--- src/rtl/mccp_pkg.sv ---
// Shared definitions for the MCCP stack guard / context engine.
//   - cfg_sel encodings for the configuration register write port
//   - FSM state enum used by stack_guard_ctx
//   - default data/address width
package mccp_pkg;

  localparam int MCCP_WIDTH = 32;

  localparam logic [1:0] CFG_MY_STACK_BEGIN = 2'b00;
  localparam logic [1:0] CFG_MY_STACK_END   = 2'b01;
  localparam logic [1:0] CFG_STACK_BEGIN    = 2'b10;
  localparam logic [1:0] CFG_STACK_EXC_ADDR = 2'b11;

  typedef enum logic [1:0] {
    ST_IDLE    = 2'd0,
    ST_SAVE    = 2'd1,
    ST_RESTORE = 2'd2,
    ST_VECTOR  = 2'd3
  } state_e;

endpackage

--- src/rtl/stack_window_check.sv ---
// Combinational stack-window fault compare.
// An access is illegal when it falls in the shared stack region (at or above
// stack_begin) but outside the core's own window [my_stack_begin, my_stack_end).
// All compares are unsigned.
//   addr           in  address under test
//   stack_begin    in  start of shared stack region
//   my_stack_begin in  start of this core's window (inclusive)
//   my_stack_end   in  end of this core's window (exclusive)
//   fault          out 1 = illegal access
module stack_window_check #(
  parameter int WIDTH = 32
) (
  input  logic [WIDTH-1:0] addr,
  input  logic [WIDTH-1:0] stack_begin,
  input  logic [WIDTH-1:0] my_stack_begin,
  input  logic [WIDTH-1:0] my_stack_end,
  output logic             fault
);

  logic in_stack;
  logic in_window;

  always_comb begin
    in_stack  = (addr >= stack_begin);
    in_window = (addr >= my_stack_begin) && (addr < my_stack_end);
    fault     = in_stack && !in_window;
  end

endmodule

--- src/rtl/stack_guard_ctx.sv ---
// Stack-protection and context save/restore engine.
// Checks core addresses against the stack windows; on a fault pushes NUM_REGS
// registers (reg[N-1] at sp+1 ... reg[0] at sp+N) and returns a handler vector.
// A restore pops reg[k] from sp-k for k = 0..N-1.
// Ports:
//   clk, reset                         clock, synchronous active-high reset
//   cfg_we/cfg_sel/cfg_data            config register write
//   chk_valid/chk_addr                 address check request (idle only)
//   chk_done/chk_fault                 check result pulse
//   restore_start                      start a pop (idle only)
//   sp_in / sp_out                     core sp in, updated sp with done
//   reg_rd_idx/reg_rd_data             register-file read (save)
//   reg_wr_en/reg_wr_idx/reg_wr_data   register-file write (restore)
//   mem_*                              request/response memory port
//   busy, done, handler_valid/addr     status and handler vector
module stack_guard_ctx
  import mccp_pkg::*;
#(
  parameter int  WIDTH    = MCCP_WIDTH,
  parameter int  NUM_REGS = 8,
  localparam int IDX_W    = (NUM_REGS > 1) ? $clog2(NUM_REGS) : 1
) (
  input  logic             clk,
  input  logic             reset,
  input  logic             cfg_we,
  input  logic [1:0]       cfg_sel,
  input  logic [WIDTH-1:0] cfg_data,
  input  logic             chk_valid,
  input  logic [WIDTH-1:0] chk_addr,
  output logic             chk_done,
  output logic             chk_fault,
  input  logic             restore_start,
  input  logic [WIDTH-1:0] sp_in,
  output logic [WIDTH-1:0] sp_out,
  output logic [IDX_W-1:0] reg_rd_idx,
  input  logic [WIDTH-1:0] reg_rd_data,
  output logic             reg_wr_en,
  output logic [IDX_W-1:0] reg_wr_idx,
  output logic [WIDTH-1:0] reg_wr_data,
  output logic             mem_request,
  output logic             mem_wren,
  output logic [WIDTH-1:0] mem_address,
  output logic [WIDTH-1:0] mem_writedata,
  input  logic             mem_response,
  input  logic [WIDTH-1:0] mem_readdata,
  output logic             busy,
  output logic             done,
  output logic             handler_valid,
  output logic [WIDTH-1:0] handler_addr
);

  localparam int             CW  = $clog2(NUM_REGS + 1);
  localparam logic [WIDTH-1:0] N_W = WIDTH'(NUM_REGS);

  state_e           state_q, state_d;
  logic [CW-1:0]    cnt_q, cnt_d;         // beats remaining, including the current one
  logic [WIDTH-1:0] sp_q, sp_d;
  logic [WIDTH-1:0] my_begin_q, my_begin_d;
  logic [WIDTH-1:0] my_end_q, my_end_d;
  logic [WIDTH-1:0] stk_begin_q, stk_begin_d;
  logic [WIDTH-1:0] exc_q, exc_d;
  logic             req_q, req_d;
  logic             wren_q, wren_d;
  logic [WIDTH-1:0] addr_q, addr_d;
  logic [WIDTH-1:0] wdata_q, wdata_d;
  logic [IDX_W-1:0] rd_idx_q, rd_idx_d;   // register feeding the next beat to be loaded
  logic             chk_done_q, chk_done_d;
  logic             chk_fault_q, chk_fault_d;
  logic             done_q, done_d;
  logic             hv_q, hv_d;
  logic [WIDTH-1:0] sp_out_q, sp_out_d;
  logic [WIDTH-1:0] haddr_q, haddr_d;
  logic             wr_en_q, wr_en_d;
  logic [IDX_W-1:0] wr_idx_q, wr_idx_d;
  logic [WIDTH-1:0] wr_data_q, wr_data_d;
  logic             fault;

  function automatic logic [IDX_W-1:0] idx_dec(input logic [IDX_W-1:0] i);
    return (i == '0) ? '0 : i - IDX_W'(1);
  endfunction

  stack_window_check #(.WIDTH(WIDTH)) u_check (
    .addr           (chk_addr),
    .stack_begin    (stk_begin_q),
    .my_stack_begin (my_begin_q),
    .my_stack_end   (my_end_q),
    .fault          (fault)
  );

  always_comb begin
    state_d     = state_q;
    cnt_d       = cnt_q;
    sp_d        = sp_q;
    my_begin_d  = my_begin_q;
    my_end_d    = my_end_q;
    stk_begin_d = stk_begin_q;
    exc_d       = exc_q;
    req_d       = req_q;
    wren_d      = wren_q;
    addr_d      = addr_q;
    wdata_d     = wdata_q;
    rd_idx_d    = rd_idx_q;
    chk_done_d  = 1'b0;
    chk_fault_d = 1'b0;
    done_d      = 1'b0;
    hv_d        = 1'b0;
    sp_out_d    = sp_out_q;
    haddr_d     = haddr_q;
    wr_en_d     = 1'b0;
    wr_idx_d    = wr_idx_q;
    wr_data_d   = wr_data_q;

    // Config writes are taken in any state; the check uses the pre-write values.
    if (cfg_we) begin
      case (cfg_sel)
        CFG_MY_STACK_BEGIN: my_begin_d  = cfg_data;
        CFG_MY_STACK_END:   my_end_d    = cfg_data;
        CFG_STACK_BEGIN:    stk_begin_d = cfg_data;
        default:            exc_d       = cfg_data;
      endcase
    end

    case (state_q)
      ST_IDLE: begin
        // A check takes priority; a coincident restore_start is dropped.
        if (chk_valid) begin
          chk_done_d  = 1'b1;
          chk_fault_d = fault;
          if (fault) begin
            state_d  = ST_SAVE;
            sp_d     = sp_in;
            cnt_d    = CW'(NUM_REGS);
            rd_idx_d = IDX_W'(NUM_REGS - 1);
          end
        end else if (restore_start) begin
          state_d = ST_RESTORE;
          sp_d    = sp_in;
          cnt_d   = CW'(NUM_REGS);
        end
      end

      ST_SAVE: begin
        if (!req_q) begin
          // First beat: request rises one cycle after entry.
          req_d    = 1'b1;
          wren_d   = 1'b1;
          addr_d   = sp_q + WIDTH'(1);
          wdata_d  = reg_rd_data;
          rd_idx_d = idx_dec(rd_idx_q);
        end else if (mem_response) begin
          if (cnt_q == CW'(1)) begin
            req_d   = 1'b0;
            cnt_d   = '0;
            state_d = ST_VECTOR;
          end else begin
            // Next beat presented back-to-back, request stays high.
            cnt_d    = cnt_q - CW'(1);
            addr_d   = addr_q + WIDTH'(1);
            wdata_d  = reg_rd_data;
            rd_idx_d = idx_dec(rd_idx_q);
          end
        end
      end

      ST_VECTOR: begin
        done_d   = 1'b1;
        hv_d     = 1'b1;
        sp_out_d = sp_q + N_W;
        haddr_d  = exc_q;
        state_d  = ST_IDLE;
      end

      ST_RESTORE: begin
        if (!req_q) begin
          req_d  = 1'b1;
          wren_d = 1'b0;
          addr_d = sp_q;
        end else if (mem_response) begin
          wr_en_d   = 1'b1;
          wr_idx_d  = IDX_W'(NUM_REGS - int'(cnt_q));
          wr_data_d = mem_readdata;
          if (cnt_q == CW'(1)) begin
            req_d    = 1'b0;
            cnt_d    = '0;
            done_d   = 1'b1;
            sp_out_d = sp_q - N_W;
            state_d  = ST_IDLE;
          end else begin
            cnt_d  = cnt_q - CW'(1);
            addr_d = addr_q - WIDTH'(1);
          end
        end
      end

      default: state_d = ST_IDLE;
    endcase
  end

  always_ff @(posedge clk) begin
    if (reset) begin
      state_q     <= ST_IDLE;
      cnt_q       <= '0;
      sp_q        <= '0;
      my_begin_q  <= '1;
      my_end_q    <= '1;
      stk_begin_q <= '1;
      exc_q       <= '0;
      req_q       <= 1'b0;
      wren_q      <= 1'b0;
      addr_q      <= '0;
      wdata_q     <= '0;
      rd_idx_q    <= '0;
      chk_done_q  <= 1'b0;
      chk_fault_q <= 1'b0;
      done_q      <= 1'b0;
      hv_q        <= 1'b0;
      sp_out_q    <= '0;
      haddr_q     <= '0;
      wr_en_q     <= 1'b0;
      wr_idx_q    <= '0;
      wr_data_q   <= '0;
    end else begin
      state_q     <= state_d;
      cnt_q       <= cnt_d;
      sp_q        <= sp_d;
      my_begin_q  <= my_begin_d;
      my_end_q    <= my_end_d;
      stk_begin_q <= stk_begin_d;
      exc_q       <= exc_d;
      req_q       <= req_d;
      wren_q      <= wren_d;
      addr_q      <= addr_d;
      wdata_q     <= wdata_d;
      rd_idx_q    <= rd_idx_d;
      chk_done_q  <= chk_done_d;
      chk_fault_q <= chk_fault_d;
      done_q      <= done_d;
      hv_q        <= hv_d;
      sp_out_q    <= sp_out_d;
      haddr_q     <= haddr_d;
      wr_en_q     <= wr_en_d;
      wr_idx_q    <= wr_idx_d;
      wr_data_q   <= wr_data_d;
    end
  end

  assign chk_done      = chk_done_q;
  assign chk_fault     = chk_fault_q;
  assign sp_out        = sp_out_q;
  assign reg_rd_idx    = rd_idx_q;
  assign reg_wr_en     = wr_en_q;
  assign reg_wr_idx    = wr_idx_q;
  assign reg_wr_data   = wr_data_q;
  assign mem_request   = req_q;
  assign mem_wren      = wren_q;
  assign mem_address   = addr_q;
  assign mem_writedata = wdata_q;
  assign busy          = (state_q != ST_IDLE);
  assign done          = done_q;
  assign handler_valid = hv_q;
  assign handler_addr  = haddr_q;

endmodule

--- config.mk ---
export PLATFORM = sky130hd
export DESIGN_NAME = stack_guard_ctx
export DESIGN_NICKNAME = d
export VERILOG_FILES = /design/src/rtl/mccp_pkg.sv /design/src/rtl/stack_window_check.sv /design/src/rtl/stack_guard_ctx.sv
export SDC_FILE = /design/constraint.sdc
export NUM_CORES = 1
export LEC_CHECK = 0
export BUFFER_PORTS_ARGS = -buffer_cell sky130_fd_sc_hd__buf_2
export CORE_MARGIN = 4
export CORE_UTILIZATION = 56
export DETAILED_ROUTE_END_ITERATION = 8
export PLACE_DENSITY = 0.78
export SETUP_SLACK_MARGIN = 0.2
export SLEW_MARGIN = 30
export SYNTH_ARGS = -nofsm -noshare
export SYNTH_HDL_FRONTEND = slang
export SYNTH_SLANG_ARGS = --single-unit
--- constraint.sdc ---
create_clock -name clk -period 5.6 [get_ports clk]
set_clock_uncertainty 0.2 [all_clocks]
set_input_delay 0.28 -clock clk [delete_from_list [all_inputs] [get_ports clk]]
set_output_delay 0.28 -clock clk [all_outputs]
set_load 0.1 [all_outputs]
## Word-level counts from Yosys, hierarchy flattened

Index checks and enable logic that the tools add are counted.

- Bits in registers: 339
- Input bits: 168
- Output and inout bits: 174
- Word-level logic and storage cells: 148

- Mux-type cells: 54
- Equality and inequality tests: 27
- Bitwise gates (word level): 5
- Add/subtract/negate cells: 8
- Magnitude comparators: 3
- Reduce and logical (&&, ||, !) cells: 30

Operators by type and width:

| cell | number |
|---|---|
| $mux W32 | 15 |
| $pmux W32 S2 | 2 |
| $add A32 B1 Y32 const B | 2 |
| $ge A32 B32 Y1 | 2 |
| $add A32 B4 Y32 const B | 1 |
| $lt A32 B32 Y1 | 1 |
| $sub A32 B1 Y32 const B | 1 |
| $sub A32 B4 Y32 const B | 1 |
| $mux W4 | 6 |
| $ne A2 B2 Y1 const B | 12 |
| $mux W2 | 9 |
| $mux W3 | 6 |
| $ne A3 B3 Y1 const B | 6 |
| $reduce_and A5 Y1 | 3 |
| $reduce_and A3 Y1 | 4 |
| $reduce_bool A2 Y1 | 6 |
| $mux W1 | 11 |
| $reduce_or A3 Y1 | 3 |
| $pmux W2 S4 | 1 |
| $pmux W4 S2 | 1 |
| $reduce_and A2 Y1 | 4 |
| $reduce_and A8 Y1 | 1 |
| $eq A2 B2 Y1 const B | 3 |
| $ne A2 B1 Y1 const B | 3 |
| other kinds (14) | 23 |

## Longest topological paths before layout

Gate-level depths: netlist (run 1).

- Depth in word-level cells: 7
- Mapped depth: 17
- Gate-level depth less buffers: 13

## Cells and area by module

Synthesis (run 1) repeated with hierarchy kept, for this count alone.

- Cell total of the unflattened synthesis: 2423
- Area total of the unflattened synthesis: 18733.0 µm²

By module, submodules not included:

| module | sequential area each (µm²) | area each (µm²) | cells each | times used |
|---|---|---|---|---|
| stack_guard_ctx | 6786.5 | 16392.0 | 2093 | 1 |
| stack_window_check | 0.0 | 2341.0 | 330 | 1 |

## Worst setup path before layout (run 1)

Ideal clock, no wire load.

- Path type: flip-flop to flip-flop
- Start point: register req_q, in the netlist mem_request
- End point: register addr_q[18], in the netlist mem_address[18]
- Required time: 5.329 ns
- Clock period less this slack: 4.690 ns
- Setup slack: 0.910 ns
- Buffers on the path: 6
- Data arrival time: 4.419 ns
- Library setup time: 0.071 ns
- Cell stages (with the launch flop): 17
- Path through: dfxtp_1 buf_6 buf_4 buf_2 buf_2 buf_1 clkbuf_1 nand2_1 o21ai_0 ha_1 a21boi_0 nand4_1 nand2b_1 or3b_1 a211oi_1 o21ai_1 a21oi_1

- Word-level cells in the longest chain between the ends: 2
- Elaborated cells on any way between the ends: 8
- Classes of those cells: 4 x eq/ne; 3 x mux; 1 x reduce/logical

Ends and longest elaborated chain:

| element | line | RTL |
|---|---|---|
| start: declaration | stack_guard_ctx.sv:62 | `logic req_q, req_d;` |
| start signal: assignment | stack_guard_ctx.sv:230 | `req_q <= req_d;` |
| $ne A3 B3 Y1 (no line), or another cell as far along | n/a |  |
| $reduce_and A5 Y1 (no line) / $pmux W32 S2 (equally long branches) | n/a |  |
| end signal: assignment | stack_guard_ctx.sv:232 | `addr_q <= addr_d;` |
| end: declaration | stack_guard_ctx.sv:64 | `logic [WIDTH-1:0] addr_q, addr_d;` |

Parallel ways exist; a longest one is shown, timed or not.
A chain may end at the register's enable or synchronous reset.

## Final worst setup path (run 1)

- Start point: register my_end_q[23]
- End point: register sp_q[17]

- Word-level cells in the longest chain between the ends: 6

Ends and longest elaborated chain:

| element | line | RTL |
|---|---|---|
| start: declaration | stack_guard_ctx.sv:59 | `logic [WIDTH-1:0] my_end_q, my_end_d;` |
| start signal: assignment | stack_guard_ctx.sv:227 | `my_end_q <= my_end_d;` |
| $lt A32 B32 Y1 | stack_window_check.sv:25 | `in_window = (addr >= my_stack_begin) && (addr < my_stack_end);` |
| $logic_and A1 B1 Y1 | stack_window_check.sv:25 |  |
| $logic_not A1 Y1 | stack_window_check.sv:26 | `fault = in_stack && !in_window;` |
| $logic_and A1 B1 Y1 | stack_window_check.sv:26 |  |
| $ne A2 B1 Y1 (no line) | n/a |  |
| $reduce_and A3 Y1 (no line) | n/a |  |
| end signal: assignment | stack_guard_ctx.sv:225 | `sp_q <= sp_d;` |
| end: declaration | stack_guard_ctx.sv:57 | `logic [WIDTH-1:0] sp_q, sp_d;` |

Every way passes these cells.

==> flow_metrics.tcl, run 1 <==
set metrics [dict create \
    antenna_found_initial 7 \
    fin_tns_setup_ns 0 \
    cts_buffers 37 \
    worst-path-buf-inv 2 \
    drive_above_1_share 0.176 \
    ios 342 \
    end_kind "flop" \
    synth_edf_count 0 \
    p_comb_frac 0.401 \
    synth.distinct_cells 79 \
    synthXorXnorAreaFrac 0.0292 \
    min_period_over_period 0.779 \
    fmaxAchievable_mhz 229 \
    ir_drop_v 0.000287 \
    synth_top_family_by_area "compound AO/OA/AOI/OAI gates" \
    switchingPower_mw 3.87 \
    layout_commonest_cell "nand2_1" \
    hp-class "input port to flop" \
    clk_path_buf_depth 3 \
    required_ns 5.80 \
    root_buffer "clkbuf_16" \
    slowest_stage "o311ai_1" \
    cp.arrival_ns 4.56 \
    routed_wl_mm 56.9 \
    yosys_warnings 0 \
    status "finished, final reports clean" \
    pwr-share-seq 0.327 \
    grt_use_total 0.315 \
    synthMuxAreaShare 0.0522 \
    stdcell_count 3016 \
    setup_ws_ns 1.24 \
    maxCapViolCount 0 \
    swShare 0.430 \
    path_cells "inv_1, ha_1, a2111oi_0, nand2_1, a31oi_1, o221ai_1, o311ai_1, a21o_4, mux2i_1, nor2_1, dlygate4sd3_1" \
    internal_power_mw 5.14 \
    dp_cells 2797 \
    portBuffers 341 \
    dieArea_um2 34500 \
    path_clk_slew_ns 0.06 \
    start_util 0.572 \
    synth_top_cell_by_area "dfxtp_1" \
    maxSlewViolCount 0 \
    synth_compound_area_frac 0.196 \
    drt_first_pass_iters 6 \
    start_kind "flop" \
    grt_pass1_vias 17200 \
    worst_slew_pin_slew_ns 0.872 \
    yosys.area_share.adder 0.0945 \
    final_core_util 0.721 \
    insertion_delay_ns 0.53 \
    grt-ovfl-total 0 \
    syn_nets 2469 \
    yosys.area_share.simple 0.188 \
    ys_seq_elements 339 \
    fin_crit_ns 4.36 \
    fillers 2371 \
    crit_family "compound AO/OA/AOI/OAI gates" \
    gp_congestion 0.951 \
    fp.dieH_um 186 \
    path_class "flop to flop" \
    drt_iter0_drc 1245 \
    slew_headroom 0.410 \
    ys_top_cells_by_area "dfxtp_1 38%, ha_1 9.3%, nand2_1 8.5%" \
    grt_max_degree 99 \
    dieWidth_um 186 \
    whs_ns 0.108 \
    synthArstFlopShare 0 \
    synth_ff_type "dfxtp_1" \
    core-area_um2 30900 \
    grt_pass1_wl_mm 88.7 \
    hold_violations 0 \
    ys_seq_area_frac 0.384 \
    syn_inst 2168 \
    cts_htree_levels 2 \
    vias_per_cell 5.83 \
    vias 17600 \
    power.density_nw_per_um2 405 \
    place_hpwl_mm 37.7 \
    ant_nets 0 \
    avgSynthCellArea_um2 8.16 \
    wl_per_cell_um 18.9 \
    syn2layout_area_growth_pct 25.9 \
    cts_tree "yes" \
    clkPwrFrac 0.272 \
    mostFrequentLayoutCells "398 x nand2_1, 340 x buf_2, 338 x dfxtp_1" \
    cts_setup_buffers 0 \
    slowest_delay_ns 0.80 \
    finalSetupViolCount 0 \
    synth.top_cell.area_share 0.384 \
    power_leakage_nw 10.3 \
    drc_errors 0 \
    cts_num_sinks 339 \
    rows 64 \
    layout.nets 2890 \
    grt_setup_unrepaired "no" \
    cp_max_fo 32 \
    synth_area_um2 17700 \
    dp_slack_ns 1.59 \
]
power groups by stage:
stage / combinational (mW) / clock, mW / sequential, mW
2_1_floorplan: 1.89 / 0 / 3.79
3_3_place_gp: 3.37 / 0 / 2.97
3_5_place_dp: 3.44 / 0 / 2.98
4_1_cts: 3.55 / 2.48 / 2.93
5_1_grt: 3.87 / 2.58 / 2.98
6_report: 3.61 / 2.45 / 2.95
worst min-delay path: cells and delay by family:
family                 cells  cell delay, ns
buffers and inverters      1            0.09
and+or+nand+nor            1            0.13
AOI/OAI and AO/OA          2            0.28
cell usage after synthesis, drive strengths merged, types with 4 or more instances:
| cell type | instances |
|---|---|
| xor2 | 25 |
| o221ai | 4 |
| and3 | 13 |
| or4 | 9 |
| a211o | 6 |
| nor2b | 6 |
| clkbuf | 101 |
| nand3 | 40 |
| a31oi | 15 |
| nand3b | 12 |
| a22oi | 17 |
| o21a | 11 |
| or3 | 12 |
| a21o | 29 |
| nor2 | 165 |
| nand2 | 400 |
| a221oi | 5 |
| mux2i | 81 |
| inv | 121 |
| buf | 26 |
| o211a | 4 |
| a21oi | 219 |
| mux2 | 8 |
| and2 | 7 |
| nand4 | 20 |
| o21ai | 62 |
| o211ai | 109 |
| o31ai | 9 |
| ha | 132 |
| dfxtp | 339 |
| nor3 | 30 |
| nor4 | 10 |
| a211oi | 23 |
| nand2b | 11 |
| or2 | 5 |
| xnor2 | 34 |
sequential cells by signal, indices dropped and copies added (netlist names), 2 cells and up:
signal / flops
sp_out: 32
state_q: 2
my_end_q: 32
reg_rd_idx: 3
mem_address: 32
stk_begin_q: 32
my_begin_q: 32
handler_addr: 32
exc_q: 32
reg_wr_data: 32
cnt_q: 4
sp_q: 32
mem_writedata: 32
reg_wr_idx: 3
layer usage:
metal	part of all wire	GRT usage	vias up
met4	0.048	0.141	6
met5	0.00072	0	-
li1	-	-	8409
met1	0.40	0.380	8259
met2	0.48	0.538	705
met3	0.072	0.0682	205
worst paths after layout:
check	startpoint	endpoint	slack, ns	cells after the start
max	my_end_q[23]	sp_q[17]	1.24	11
min	restore_start	state_q[0]	0.11	4
max reg2reg	my_end_q[23]	sp_q[17]	1.24	11
min reg2reg	sp_out[14]	sp_out[14]	0.25	2
cells by family (layout without fill, tap and decap cells):
group,Yosys count,count (layout)
xor+xnor,59,59
simple gates,751,751
flops,339,339
fa+ha+maj,133,133
mux,90,90
other cells,0,8
buf+inv,249,693
compound gates,547,547
layout make-up:
| cell class | count | area [µm²] | area share |
|---|---|---|---|
| timing repair buffer | 509 | 3350 | 0.150 |
| sequential | 339 | 6790 | 0.305 |
| clock buffer | 48 | 1010 | 0.0452 |
| antenna | 8 | 20.0 | 0.000899 |
| inverter | 122 | 459 | 0.0206 |
| tap | 396 | 495 | 0.0222 |
| multi-input combinational | 1580 | 9960 | 0.447 |
| clock inverter | 14 | 188 | 0.00843 |
what timing repair did:
action / 4_1_cts / 5_1_grt
hold buffers: 149 / 0
resized for setup: 0 / 0
hold endpoints to repair: 230 / 0
endpoints found under the setup margin: 0 / 0
stage by stage:
step | cell area (µm²) | total power [mW]
2_1_floorplan | 17700 | 5.68
3_3_place_gp | 19500 | 6.34
3_5_place_dp | 19600 | 6.42
4_1_cts | 22200 | 8.97
5_1_grt | 22300 | 9.42
6_report | 22300 | 9.01
(Power assumes the default switching activity.)
==> run 2, diff against run 1 <==
--- a/config.mk
+++ b/config.mk
@@ -5,11 +5,12 @@
 export SDC_FILE = /design/constraint.sdc
 export NUM_CORES = 1
 export LEC_CHECK = 0
+export ABC_AREA = 1
 export BUFFER_PORTS_ARGS = -buffer_cell sky130_fd_sc_hd__buf_2
 export CORE_MARGIN = 4
-export CORE_UTILIZATION = 56
+export CORE_UTILIZATION = 57
 export DETAILED_ROUTE_END_ITERATION = 8
-export PLACE_DENSITY = 0.78
+export PLACE_DENSITY = 0.79
 export SETUP_SLACK_MARGIN = 0.2
 export SLEW_MARGIN = 30
 export SYNTH_ARGS = -nofsm -noshare
==> constraint.sdc (replaced) <==
create_clock -name clk -period 4.29 [get_ports clk]
set_clock_uncertainty 0.2 [all_clocks]
set_input_delay 0.2145 -clock clk [delete_from_list [all_inputs] [get_ports clk]]
set_output_delay 0.2145 -clock clk [all_outputs]
set_load 0.1 [all_outputs]
==> flow_metrics.tcl, run 2 <==
set metrics [dict create \
    status "finished, final reports clean" \
    synth_ff_type "dfxtp_1" \
    grt_pass1_vias 18900 \
    post_cts_resized 0 \
    ant_nets 0 \
    hp-class "input port to flop" \
    antenna_found_initial 7 \
    fin_tns_setup_ns 0 \
    pwr-share-seq 0.298 \
    layout.nets 3322 \
    grt-ovfl-total 0 \
    ir_drop_v 0.000371 \
    grt_use_total 0.330 \
    synth_common_cells "432 x nand2_1, 349 x inv_1, 339 x dfxtp_1, 326 x nor2_1, 237 x o21ai_0" \
    syn2layout_area_growth_pct 24.4 \
    start_util 0.582 \
    maxSlewViolCount 0 \
    start_kind "flop" \
    vias_per_cell 5.63 \
    fp.dieH_um 188 \
    ys_seq_elements 339 \
    drive_above_1_share 0.159 \
    yosys_warnings 0 \
    power_leakage_nw 11.6 \
    dieArea_um2 35300 \
    place_hpwl_mm 42.1 \
    core-area_um2 31700 \
    layout_commonest_cell "nand2_1" \
    whs_ns 0.0804 \
    cp.arrival_ns 3.82 \
    fillers 2509 \
    dieWidth_um 188 \
    portBuffers 341 \
    vias 19400 \
    fin_crit_ns 3.60 \
    post_dp_cell_area_um2 20400 \
    p_comb_frac 0.480 \
    syn_inst 2600 \
    min_period_over_period 0.840 \
    gp_congestion 0.962 \
    path_class "flop to flop" \
    ys_top_cells_by_area "dfxtp_1 37%, ha_1 9.0%, nand2_1 8.8%" \
    root_buffer "clkbuf_16" \
    routed_wl_mm 60.9 \
    stdcell_count 3454 \
    insertion_delay_ns 0.53 \
    multi_input_area_um2 9840 \
    fin_area_um2 22900 \
    avgSynthCellArea_um2 7.10 \
    synth_area_um2 18500 \
    cts_setup_buffers 0 \
    slew_headroom 0.384 \
    dp_slack_ns 0.646 \
    required_ns 4.51 \
    fmaxAchievable_mhz 278 \
    wl_per_cell_um 17.6 \
    grt_setup_unrepaired "no" \
    hold_violations 0 \
    yosysMostFrequentCell "nand2_1" \
    cts-hold-fix-buffers 135 \
    switchingPower_mw 6.90 \
    regArea_um2 6790 \
    dp_cells 3249 \
    setup_ws_ns 0.688 \
    swShare 0.500 \
    final_core_util 0.724 \
    cts_tree "yes" \
    cp_max_fo 26 \
    end_kind "flop" \
    rows 65 \
    synth_edf_count 0 \
    grt_pass1_wl_mm 97.2 \
    synth.distinct_cells 51 \
    mostFrequentLayoutCells "432 x nand2_1, 348 x inv_1, 341 x buf_2" \
    drt_iter0_drc 1393 \
    internal_power_mw 6.89 \
    p_total_mw 13.8 \
    power.density_nw_per_um2 601 \
    syn_nets 2901 \
    worst_slew_pin_slew_ns 0.924 \
    synth.top_cell.area_share 0.368 \
    ios 342 \
    clk_path_buf_depth 3 \
    cts_buffers 37 \
    ys_seq_area_frac 0.368 \
    synthArstFlopShare 0 \
    drc_errors 0 \
    grt_max_degree 152 \
    finalSetupViolCount 0 \
    path_clk_slew_ns 0.06 \
    maxCapViolCount 0 \
    synth_top_cell_by_area "dfxtp_1" \
    clkPwrFrac 0.222 \
    cts_num_sinks 339 \
    reg2reg_slack_ns 0.69 \
    cts_htree_levels 2 \
    drt_first_pass_iters 6 \
]
[run 2: worst max-delay path, stage by stage, from the launching register on]
cell     delay, ns
dfxtp_1       0.34
inv_1         0.09
ha_1          0.49
buf_4         0.30
nand2_1       0.33
inv_2         0.47
nand3_1       0.22
o21ai_4       0.31
buf_16        0.24
inv_2         0.14
a21oi_1       0.14
o21ai_0       0.10
nand2_1       0.07
inv_1         0.04
[run 2: logic make-up (layout without fill, tap and decap cells)]
logic type | count (synthesis) | count (layout) | synth area share
xor gates and xnor gates | 54 | 54 | 0.0256
DFF | 339 | 339 | 0.368
and+or+nand+nor | 946 | 946 | 0.212
other | 0 | 6 | 0
AOI/OAI and AO/OA | 650 | 650 | 0.202
buffers and inverters | 477 | 923 | 0.102
muxes | 1 | 1 | 0.000542
adders and majority gates | 133 | 133 | 0.0906
[run 2: worst paths after layout]
check | from | depth (start not counted) | endpoint
setup / recovery | state_q[0] | 13 | sp_out[29]
hold / removal | reset | 4 | mem_writedata[7]
setup reg to reg | state_q[0] | 13 | sp_out[29]
hold reg to reg | mem_writedata[0] | 2 | mem_writedata[0]
[run 2: metal layers]
metal,up-vias,global-route usage,part of all wire
met4,6,0.159,0.054
met3,209,0.0516,0.068
li1,9413,-,-
met2,864,0.566,0.48
met5,-,0,0.00066
met1,8951,0.407,0.40
[run 2: final cells by class]
type                    instances  share of cell area
inverters                     360              0.0595
clock buffers                  54              0.0466
well taps                     402              0.0219
flip-flops and latches        339               0.296
multi-input cells            1784               0.429
diodes                          6            0.000654
repair buffers                499               0.143
clock inverters                10             0.00409
[run 2: power by group through the flow]
| stage | Clock (mW) | Combinational (mW) | Sequential [mW] |
|---|---|---|---|
| after floorplan | 0 | 2.81 | 6.36 |
| after global placement | 0 | 6.31 | 4.13 |
| after detailed placement | 0 | 6.41 | 4.14 |
| after CTS | 3.09 | 6.54 | 4.08 |
| after global routing | 3.24 | 7.08 | 4.16 |
| final | 3.06 | 6.62 | 4.11 |
